**config.mk**
```make
export PLATFORM = sky130hd
export DESIGN_NAME = hex_step_counter
export DESIGN_NICKNAME = d
export VERILOG_FILES = /design/src/rtl/hex_step_counter.sv
export SDC_FILE = /design/constraint.sdc
export NUM_CORES = 1
export LEC_CHECK = 0
export CAP_MARGIN = 20
export CORE_UTILIZATION = 59
export DETAILED_ROUTE_END_ITERATION = 6
export HOLD_SLACK_MARGIN = 0.12
export PLACE_DENSITY_LB_ADDON = 0.05
export SLEW_MARGIN = 20
export SYNTH_ARGS = -nofsm -noshare
export SYNTH_HDL_FRONTEND = slang
export SYNTH_SLANG_ARGS = --single-unit
```
**constraint.sdc**
```tcl
create_clock -name clk -period 2.2 [get_ports clk]
set_clock_uncertainty 0.2 [all_clocks]
set_input_delay 0.44 -clock clk [delete_from_list [all_inputs] [get_ports clk]]
set_output_delay 0.44 -clock clk [all_outputs]
set_load 0.005 [all_outputs]
```
**src/rtl/hex_step_counter.sv**
```systemverilog
// Debounced step / auto-run 4-bit up/down counter driving a hex display decoder.
// Inputs pass a 2-flop synchronizer; all outputs are registered, no backpressure.
module hex_step_counter #(
  parameter int DEBOUNCE = 1000000,
  parameter int PRESCALE = 25000000
) (
  input  logic clk,
  input  logic rst_n,
  input  logic btn_step,
  input  logic btn_clr,
  input  logic up,
  input  logic run,
  output logic w,
  output logic x,
  output logic y,
  output logic z,
  output logic tc
);

  localparam int DW = $clog2(DEBOUNCE);
  localparam int PW = $clog2(PRESCALE);
  localparam logic [DW-1:0] DB_LAST = DW'(DEBOUNCE - 1);
  localparam logic [PW-1:0] PS_LAST = PW'(PRESCALE - 1);

  logic [3:0]    sync1_q, sync2_q;
  logic          btn_step_s, btn_clr_s, up_s, run_s;
  logic [DW-1:0] db_cnt_q, db_cnt_d;
  logic          stable_q, stable_d;
  logic [PW-1:0] presc_q, presc_d;
  logic [3:0]    count_q, count_d;
  logic          tc_q, tc_d;
  logic          step_evt, tick;

  assign {btn_step_s, btn_clr_s, up_s, run_s} = sync2_q;

  always_comb begin
    db_cnt_d = db_cnt_q;
    stable_d = stable_q;
    step_evt = 1'b0;
    if (btn_step_s != stable_q) begin
      if (db_cnt_q == DB_LAST) begin
        stable_d = btn_step_s;
        db_cnt_d = '0;
        step_evt = btn_step_s;
      end else begin
        db_cnt_d = db_cnt_q + 1'b1;
      end
    end else begin
      db_cnt_d = '0;
    end
  end

  always_comb begin
    presc_d = '0;
    tick    = 1'b0;
    if (!btn_clr_s && run_s) begin
      if (presc_q == PS_LAST) begin
        tick = 1'b1;
      end else begin
        presc_d = presc_q + 1'b1;
      end
    end
  end

  // A coincident step and tick collapse into one event; clear overrides both.
  always_comb begin
    count_d = count_q;
    tc_d    = 1'b0;
    if (btn_clr_s) begin
      count_d = 4'd0;
    end else if (step_evt || tick) begin
      if (up_s) begin
        count_d = count_q + 4'd1;
        tc_d    = (count_q == 4'hF);
      end else begin
        count_d = count_q - 4'd1;
        tc_d    = (count_q == 4'h0);
      end
    end
  end

  always_ff @(posedge clk) begin
    if (!rst_n) begin
      sync1_q  <= '0;
      sync2_q  <= '0;
      db_cnt_q <= '0;
      stable_q <= 1'b0;
      presc_q  <= '0;
      count_q  <= 4'd0;
      tc_q     <= 1'b0;
    end else begin
      sync1_q  <= {btn_step, btn_clr, up, run};
      sync2_q  <= sync1_q;
      db_cnt_q <= db_cnt_d;
      stable_q <= stable_d;
      presc_q  <= presc_d;
      count_q  <= count_d;
      tc_q     <= tc_d;
    end
  end

  assign {w, x, y, z} = count_q;
  assign tc = tc_q;

endmodule

```
# Word level (Yosys, flattened, before mapping)
# Index checks and enable logic that the tools add are counted.
# op_classes
reduce_logical,9
add_sub_neg,4
n_eq_ne,4
bitwise,4
muxes,6
# ops
cell,n
adder 25 x 1 -> 25 bit (second input constant),1
== test 25 bit (second input constant),1
adder 20 x 1 -> 20 bit (second input constant),1
== test 20 bit (second input constant),1
OR reduction 3 bit,3
2-to-1 mux 1 bit,5
adder 4 x 1 -> 4 bit (second input constant),1
== test 4 bit (second input constant),1
logical NOT 4 bit,1
2-to-1 mux 4 bit,1
NOT 1 bit,4
subtractor 4 x 1 -> 4 bit (second input constant),1
AND reduction 2 bit,1
OR reduction 2 bit,1
logical AND 1 bit,1
logical NOT 1 bit,1
logical OR 1 bit,1
!= test 1 bit,1
# totals
input_bits,6
ff_bits,59
output_inout_bits,5
word_cells,34

# Depth between registers and ports, before layout
# Gate-level depths: netlist (run 1).
# logic_depth
word_depth,6
mapped_depth,8
depth_no_buf,7

# Worst setup path after synthesis (run 1)
# OpenSTA, ideal clock, no wires.
# synth_timing
kind,register to register
startpoint,reg presc_q[0]
endpoint,reg presc_q[2]
synth_period_minus_slack_ps,1943
required_time_ps,1885
path_stages_with_launch,9
t_arrival_ps,1629
setup_slack_ps,257
path_buffers,2
setup_time_ps,115
path_cell_list,dfxtp_1 -> ha_1 -> and2_2 -> and2_1 -> buf_2 -> inv_1 -> o311ai_4 -> buf_6 -> nor2_1
# synth_between
elab_chain_cells,2
elab_cells_between_ends,3
classes_between,add/sub (1); eq/ne (1); reduce/logical (1)
# synth_rtl
item,line_no,source
from (decl),29,"logic [PW-1:0] presc_q, presc_d;"
from (signal assigned),96,presc_q <= presc_d;
branches (longest 2 deep; another with adder 25 x 1 -> 25 bit),--,
# Several ways; the timed one is not identified.
# A chain may end at the register's enable or synchronous reset.

# Final worst setup path (run 1)
# layout_timing
startpoint,reg presc_q[0]
endpoint,reg count_q[3]
# layout_between
elab_chain_cells,4
# layout_rtl
item,line_no,source
== test 25 bit,57,if (presc_q == PS_LAST) begin
2-to-1 mux 1 bit,57,
2-to-1 mux 1 bit,56,if (!btn_clr_s && run_s) begin
logical OR 1 bit,71,end else if (step_evt || tick) begin
to (signal assigned),97,count_q <= count_d;
to (decl),30,"logic [3:0] count_q, count_d;"
# No other way between the ends.

==> metrics.txt, run 1 <==
status completed; hold path start sync1_q[3]; Clock Latency Late Sink 0.33 ns; Pre-Repair DR Iteration Count 4; DRC viols 0; CP Class reg2reg; Fillers 369; first-pass GRT wire length 8017 um; Final Worst Setup Slack 0.1696 ns; gr ovfl total 0; io pins 11; post-layout minimum cycle time 2.030 ns; setup TNS 0 ns; most used routing layer met2; # hold bufs at CTS 0; core area 4324 um2; Rows 24; CP Max Fanout 6; # diodes 0; area of the multi-input gates 1389 um2; Crit. Startpoint presc_q[0]; mux contribution to synthesized area 0.007558; GRT Util Overall 0.2119; Detail Placement HPWL 2968 um; DRT iter0 DRCs 49; relative slew slack 0.6978; TritonCTS clock tree built; CTS Buffer Depth 2; Fin. Hold Viols 0; RSZ-0062 raised after global routing no; area grow syn2layout 12.47%; fmax 0.4925 GHz; crit path DAT 2.06 ns; routing usage on met3 0.07895; Post-Synth Adder-Cell Area 0.02645; Async S/R FF share, synth 0; clk slew on worst S/H paths 0.06 ns; Syn Nets 289; Register Area 1181 um2; post-detailed-route wirelength per cell 12.58 um; largest family of logic cells by synthesized area simple AND/OR/NAND/NOR gates; EDFF count, synth 0; CP required 2.23 ns; Max-Cap Viols 0; type of the worst min-delay path reg2reg; CP Launch Type flip-flop; Synth Area in Compound Gates 0.03968; Vias 1910; Worst R2R Start presc_q[0]; number of synthesized register bits 59; clock sink total 59; M2 GR Usage 0.3161; Port Buf Inserts 10; Worst Max-Slew Pin Slew 0.4492 ns; Pwr Density 668.8 nW/um2; Crit. End Element flip-flop; VDD IR max 0.4329 mV; Antenna Violating Nets Remaining 0; XOR/XNOR Fraction of Synth Area 0.1488; Commonest cells post-synth dfxtp_1 (59), nor2_1 (52), xor2_1 (35); synthesized area 2649 um2; vias per inst 5.473; count leader, synth dfxtp_1; Synth area leaders dfxtp_1 (45%), xor2_1 (12%), nor2_1 (7.4%); chip height 69.01 um; Routed WL 4390 um; vias in the first global route 1806; met1 Use GR 0.2662; nets 304; post-place setup slack 0.1729 ns; Distinct cells, synth 41; clk root buf clkbuf_8; final period utilization 0.9229; initial antenna violation count 0; Synth area leader dfxtp_1; max-slew violation count 0; Post-Synthesis Cells 278; CTS resizes 0; postcts setup bufs 0; Yosys warning total 0; H-tree levels 3; final setup fails 0; DIE AREA 4762 um2; cts bufs inserted 9; fraction of layout cells with a size suffix above 1 0.1145; main flop type after synthesis dfxtp_1; sequential share of the synthesized area 0.4459; Initial Util 0.6126; Mean Syn Cell Area 9.528 um2; top cell type's share of synthesized area 0.4459; Die W 69.01 um; LEAKAGE 1.072 nW; Simple-Gate Fraction of Synth Area 0.3018; Placer Congestion 0.7756; pin count of the biggest net entering global routing 26
[power by group]
group	internal [W]	total, W	switching (W)	leakage [nW]
sequential	0.00108	0.00108	0.00000314	0.477
combinational	0.0000199	0.0000390	0.0000190	0.500
clock	0.000491	0.000874	0.000383	0.0953
total	0.00159	0.00199	0.000405	1.07
[worst max-delay path: stages, from the launching register on]
cell and delay [ns]:
dfxtp_1 0.39, ha_1 0.23, and2_2 0.17, nand4_1 0.18, o32ai_4 0.43, a211oi_1 0.13, a31o_1 0.20
[cell type report]
| class | instances | share of cell area |
|---|---|---|
| Inverter | 6 | 0.007560 |
| Timing Repair Buffer | 14 | 0.04788 |
| Sequential cell | 59 | 0.3965 |
| Clock buffer | 13 | 0.05670 |
| Tap cell | 52 | 0.02184 |
| Clock inverter | 2 | 0.003360 |
| Multi-Input combinational cell | 203 | 0.4662 |
[cells in the final DEF (no fill, tap or decap), types with 2 or more instances in the layout]
| cell | count |
|---|---|
| clkinv_2 | 2 |
| and4_2 | 2 |
| inv_1 | 6 |
| nand2_1 | 9 |
| and2_1 | 11 |
| and4_1 | 5 |
| ha_1 | 4 |
| and3_1 | 6 |
| nor4_4 | 2 |
| a211oi_1 | 2 |
| nand3_1 | 21 |
| nand4_1 | 15 |
| clkdlybuf4s50_1 | 10 |
| buf_4 | 3 |
| dfxtp_1 | 59 |
| and2_2 | 3 |
| xnor2_1 | 10 |
| nor2_1 | 52 |
| clkbuf_8 | 12 |
| xor2_1 | 35 |
| and3_2 | 2 |
| a21oi_1 | 2 |
| nor4_1 | 2 |
| mux2i_1 | 2 |
[stage by stage]
step	instance area (um2)	hold slack, ns	power [W]	utilization	instances
2_1_floorplan	2649	0.2119	0.001126	-	278
3_3_place_gp	2800	0.2160	0.001142	0.6476	334
3_5_place_dp	2800	0.2193	0.001143	0.6476	334
4_1_cts	2979	0.2317	0.002029	0.6889	349
5_1_grt	2979	0.2434	0.002077	0.6889	349
6_report	2979	0.2248	0.001992	0.6889	349
[cells by family after synthesis]
| logic type | count (synthesis) |
|---|---|
| AOI/OAI and AO/OA | 9 |
| DFF | 59 |
| and+or+nand+nor | 142 |
| buffers and inverters | 16 |
| xor gates and xnor gates | 45 |
| muxes | 2 |
| adders and majority gates | 5 |
[state kept, by name, summed over array words and instances, names as in the netlist]
signal	count
tc	1
db_cnt_q	20
sync1_q	4
sync2_q	4
count_q	4
stable_q	1
presc_q	25
[final timing paths]
kind / slack [ns] / endpoint / cells past startpoint
worst min register to register: 0.22 / sync2_q[3] / 1
worst max-delay path: 0.17 / count_q[3] / 6
worst max register to register: 0.17 / count_q[3] / 6
worst min-delay path: 0.22 / sync2_q[3] / 1
[per-layer routing]
metal	wire length, um	up-vias
li1	-	980
met1	2129	897
met2	1978	22
met3	179	11
met4	102	0
met5	0	-
Power figures use the tool's default switching activity.
==> run 2: changes to the inputs <==
--- a/config.mk
+++ b/config.mk
@@ -6,7 +6,8 @@
 export NUM_CORES = 1
 export LEC_CHECK = 0
 export CAP_MARGIN = 20
-export CORE_UTILIZATION = 59
+export CORE_UTILIZATION = 25
+export CTS_CLUSTER_SIZE = 25
 export DETAILED_ROUTE_END_ITERATION = 6
 export HOLD_SLACK_MARGIN = 0.12
 export PLACE_DENSITY_LB_ADDON = 0.05
==> run 2 against run 1 <==
Effect of this change: utilization fell by 38 points; sequential share of layout area decreased by 2.5 points; design area rose by 6.6%; worst hold slack better by 0.0086 ns; maximum frequency rose by 1.4%; register-to-register slack improved by 0.06 ns; global-route usage down 10 points; highest routed layer unchanged.
==> metrics.txt, run 2 (same netlist as run 1, synthesis figures left out) <==
Clock Latency Late Sink 0.34 ns (about the same); io pins 11 (unchanged); GRT Util Overall 0.1086 (-0.1033); Max-Cap Viols 0 (unchanged); Rows 37 (+54%); Port Buf Inserts 10 (unchanged); post-detailed-route wirelength per cell 12.04 um (-4.3%); Pwr Density 737.7 nW/um2 (+10%); final setup fails 0 (unchanged); relative slew slack 0.6991 (+0.001336); Int Power 0.001881 W (+19%); CP Class reg2out; RSZ-0062 raised after global routing no; Fillers 1118 (+200%); vias per inst 4.346 (-21%); DRC viols 0 (unchanged); CP required 1.56 ns (-0.67 ns); # hold bufs at CTS 0 (unchanged); Placer Congestion 0.6791 (-12%); fmax 0.4995 GHz (+1.4%); hold path start sync1_q[1]; gr ovfl total 0 (unchanged); nets 306 (+0.66%); fin cells 436 (+25%); placed cell count 420 (+26%); Clock Power Share 0.522 (+0.083); max reg flops 25 (unchanged); # diodes 0 (unchanged); Worst R2R Start presc_q[0]; DIE AREA 11010 um2 (+130%); slowest cell on the critical path clkdlybuf4s50_1; status completed; cts bufs inserted 9 (unchanged); TritonCTS clock tree built; core area 10280 um2 (+140%); initial antenna violation count 0 (unchanged); Antenna Violating Nets Remaining 0 (unchanged); postcts setup bufs 0 (unchanged); most frequent cells in the layout dfxtp_1 (59), nor2_1 (52), xor2_1 (35); Gate power share 0.018 (-0.002); Crit path largest cell delay 0.55 ns (+0.12 ns); P_sw 0.0004611 W (+14%); fraction of layout cells with a size suffix above 1 0.1200 (+0.005522); chip height 104.9 um (+52%); max-slew violation count 0 (unchanged); clk slew on worst S/H paths 0.07 ns (about the same); Routed WL 5248 um (+20%); Detail Placement HPWL 3556 um (+20%); critical-path cell list clkdlybuf4s50_1; Crit. Startpoint count_q[0]; CP top delay family buffers and inverters; Regs by FF count presc_q: 25 flops, db_cnt_q: 20 flops; Pwr Total 0.002343 W (+18%); CTS resizes 0 (unchanged); area grow syn2layout 19.89%; Worst Max-Slew Pin Slew 0.4479 ns (-0.001225 ns); WP buf/inv 1 (+1); final core occ 0.3090 (-0.3800); CTS Buffer Depth 2 (unchanged); setup TNS 0 ns (unchanged); Pre-Repair DR Iteration Count 4 (unchanged); CP Max Fanout 6 (unchanged); clk root buf clkbuf_8; Fin. Hold Viols 0 (unchanged); Die W 104.9 um (+52%); most common cell after layout, fill and taps aside dfxtp_1; DRT iter0 DRCs 56 (+14%); post-layout minimum cycle time 2.002 ns (-0.02841 ns); sw frac 0.1968 (-0.006602); first-pass GRT wire length 9232 um (+15%); Vias 1895 (-0.79%); Crit. End Element output pin; H-tree levels 3 (unchanged); VDD IR max 0.2856 mV (-34%); type of the worst min-delay path reg2reg; LEAKAGE 1.110 nW (+3.5%); pin count of the biggest net entering global routing 26 (unchanged); crit path DAT 1.36 ns (-0.70 ns); Initial Util 0.2577 (-0.3548); Reg power frac 0.460 (-0.082); clock sink total 59 (unchanged); CP Launch Type flip-flop; register with the most flip-flops presc_q; vias in the first global route 1886 (+4.4%); final period utilization 0.9100 (-0.01291)
-- run 2: path summary, 6_finish.rpt --
check / endpoint / slack (ns) / cells past startpoint
worst max-delay path: z / 0.20 / 1
worst min-delay path: sync2_q[1] / 0.23 / 1
worst max register to register: count_q[3] / 0.23 / 6
worst min register to register: sync2_q[1] / 0.23 / 1
-- run 2: cell type report --
| class | instances | area (um2) | area share |
|---|---|---|---|
| Sequential cell | 59 | 1181 | 0.3719 |
| Tap cell | 136 | 170.2 | 0.05359 |
| Timing Repair Buffer | 16 | 170.2 | 0.05359 |
| Clock inverter | 4 | 97.59 | 0.03073 |
| Inverter | 6 | 22.52 | 0.007092 |
| Clock buffer | 12 | 145.1 | 0.04571 |
| Multi-Input combinational cell | 203 | 1389 | 0.4374 |
-- run 2: power by group through the flow --
stage	registers, W	clock network, W	logic, W
floorplan	0.00110	0	0.0000234
CTS	0.00108	0.00127	0.0000424
detailed placement	0.00110	0	0.0000421
finish	0.00108	0.00122	0.0000410
global placement	0.00110	0	0.0000434
global route	0.00108	0.00133	0.0000459
-- run 2: per-stage QoR --
| stage | setup slack, ns | hold slack [ns] | instance area (um2) |
|---|---|---|---|
| 2_1_floorplan | 0.2567 | 0.2119 | 2649 |
| 3_3_place_gp | 0.2341 | 0.2208 | 2933 |
| 3_5_place_dp | 0.1920 | 0.2185 | 2933 |
| 4_1_cts | 0.1578 | 0.2357 | 3176 |
| 5_1_grt | 0.03629 | 0.2505 | 3176 |
| 6_report | 0.1980 | 0.2334 | 3176 |
-- run 2: layer usage --
| layer | wire length [um] | vias to the layer above | global-route usage |
|---|---|---|---|
| met3 | 168 | 5 | 0.04304 |
| met1 | 2462 | 886 | 0.1301 |
| li1 | - | 981 | - |
| met2 | 2533 | 23 | 0.1736 |
| met4 | 83 | 0 | 0.04225 |
| met5 | 0 | - | 0 |
==> run 3: changes to the inputs <==
--- a/config.mk
+++ b/config.mk
@@ -7,8 +7,10 @@
 export LEC_CHECK = 0
 export CAP_MARGIN = 20
 export CORE_UTILIZATION = 25
+export CTS_BUF_LIST = sky130_fd_sc_hd__clkbuf_4
 export CTS_CLUSTER_SIZE = 25
 export DETAILED_ROUTE_END_ITERATION = 6
+export GPL_TIMING_DRIVEN = 1
 export HOLD_SLACK_MARGIN = 0.12
 export PLACE_DENSITY_LB_ADDON = 0.05
 export SLEW_MARGIN = 20
==> run 3 against run 2 <==
Effect of this change: sequential cell count stayed put; clock power decreased by 17%; clock-buffer cell count fell by 1; register-to-register slack about the same; power decreased by 9.2%; design area is 1.9% lower; sequential power barely moved; sequential share of layout area grew 0.70 points; maximum frequency shrank 3.5%; worst hold slack improved by 0.0041 ns; global-route usage down 0.091 points; critical endpoint unchanged; largest power group is now registers.
==> metrics.txt, run 3 (same netlist as run 1, synthesis figures left out) <==
most frequent cells in the layout dfxtp_1 (59), nor2_1 (52), xor2_1 (35); fin cells 436 (unchanged); Pwr Density 682.2 nW/um2 (-7.5%); register with the most flip-flops presc_q; Worst Max-Slew Pin Slew 0.4479 ns (-0.0000009537 ns); fmax 0.4821 GHz (-3.5%); Pre-Repair DR Iteration Count 4 (unchanged); sw frac 0.2030 (+0.006139); critical-path cell list clkdlybuf4s50_1; io pins 11 (unchanged); Reg power frac 0.507 (+0.047); WP buf/inv 1 (unchanged); placed cell count 420 (unchanged); H-tree levels 3 (unchanged); status completed; routing usage on met3 0.03182 (-0.01123); max-slew violation count 0 (unchanged); design area 3117 um2 (-1.9%); final period utilization 0.9429 (+0.03285); Detail Placement HPWL 3556 um (unchanged); CTS Buffer Depth 2 (unchanged); Die W 104.9 um (unchanged); Placer Congestion 0.6791 (unchanged); DP Area 2933 um2 (unchanged); DIE AREA 11010 um2 (unchanged); Routed WL 5203 um (-0.86%); Rows 37 (unchanged); WHS Path Cells 1 (unchanged); # diodes 0 (unchanged); setup TNS 0 ns (unchanged); relative slew slack 0.6991 (unchanged); most used routing layer met2; post-detailed-route wirelength per cell 11.93 um (-0.86%); post-layout minimum cycle time 2.074 ns (+0.07226 ns); gr ovfl total 0 (unchanged); Antenna Violating Nets Remaining 0 (unchanged); Reg2Reg Depth 6 (unchanged); fraction of layout cells with a size suffix above 1 0.1233 (+0.003333); # hold bufs at CTS 0 (unchanged); Int Power 0.001695 W (-9.9%); Max-Cap Viols 0 (unchanged); met1 Use GR 0.1294 (-0.0007159); CP Max Fanout 6 (unchanged); post-place setup slack 0.1920 ns (unchanged); chip height 104.9 um (unchanged); Vias 1884 (-0.58%); M2 GR Usage 0.1727 (-0.0009461); nets 306 (unchanged); CP Class reg2out; P_sw 0.0004316 W (-6.4%); Final Worst Setup Slack 0.1257 ns (-0.07226 ns); postcts setup bufs 0 (unchanged); Pwr Total 0.002126 W (-9.2%); area grow syn2layout 17.67%; most common cell after layout, fill and taps aside dfxtp_1; final setup fails 0 (unchanged); Fin. Hold Viols 0 (unchanged); DRT iter0 DRCs 45 (-20%); Initial Util 0.2577 (unchanged); type of the worst min-delay path reg2reg; RSZ-0062 raised after global routing no; Clock Power Share 0.474 (-0.048); TritonCTS clock tree built; vias per inst 4.321 (-0.58%); initial antenna violation count 0 (unchanged); first-pass GRT wire length 9177 um (-0.60%); cts bufs inserted 9 (unchanged); GRT Util Overall 0.1077 (-0.0009148); pin count of the biggest net entering global routing 26 (unchanged); LEAKAGE 1.088 nW (-2.0%); Regs by FF count presc_q: 25 flops, db_cnt_q: 20 flops; crit path DAT 1.43 ns (+0.07 ns); VDD IR max 0.3082 mV (+7.9%); Gate power share 0.019 (about the same); CP top delay family buffers and inverters; Crit. End Element output pin; clk root buf clkbuf_4; clock sink total 59 (unchanged); core area 10280 um2 (unchanged); slowest cell on the critical path clkdlybuf4s50_1; DRC viols 0 (unchanged); Reg2Reg Setup Slack 0.23 ns (about the same); clk slew on worst S/H paths 0.11 ns (+0.04 ns); max reg flops 25 (unchanged); CP required 1.56 ns (about the same); CTS resizes 0 (unchanged); Clock Latency Late Sink 0.40 ns (+0.06 ns); CP Launch Type flip-flop; Crit path largest cell delay 0.55 ns (about the same); Port Buf Inserts 10 (unchanged); vias in the first global route 1868 (-0.95%); Worst path depth 1 (unchanged)
==> run 3: worst paths after layout <==
check	end	from
setup / recovery	z	count_q[0]
hold / removal	sync2_q[1]	sync1_q[1]
setup reg to reg	count_q[3]	presc_q[0]
hold reg to reg	sync2_q[1]	sync1_q[1]
==> run 3: metrics by stage <==
step | utilization | hold slack (ns)
detailed placement | 0.2854 | 0.2185
floorplan | - | 0.2119
CTS | 0.3033 | 0.2397
global placement | 0.2854 | 0.2208
global route | 0.3033 | 0.2613
finish | 0.3033 | 0.2376
==> run 3: power by group through the flow <==
stage          Sequential, W  Clock (W)  Combinational [W]
3_3_place_gp         0.00110          0          0.0000434
4_1_cts              0.00108    0.00106          0.0000424
5_1_grt              0.00108    0.00111          0.0000459
6_report             0.00108    0.00101          0.0000411
3_5_place_dp         0.00110          0          0.0000421
2_1_floorplan        0.00110          0          0.0000234
==> run 3: cell type report <==
cell class / count / area (um2)
multi-input combinational: 203 / 1389
sequential: 59 / 1181
fill: 1118 / 7161
timing repair buffer: 16 / 170.2
clock inverter: 5 / 101.3
tap: 136 / 170.2
clock buffer: 11 / 82.58
inverter: 6 / 22.52
==> run 3: routing by layer <==
metal  up-vias  share of wire
met2        25           0.48
met4         0          0.013
li1        982              -
met1       871           0.48
met3         6          0.029
met5         -              0
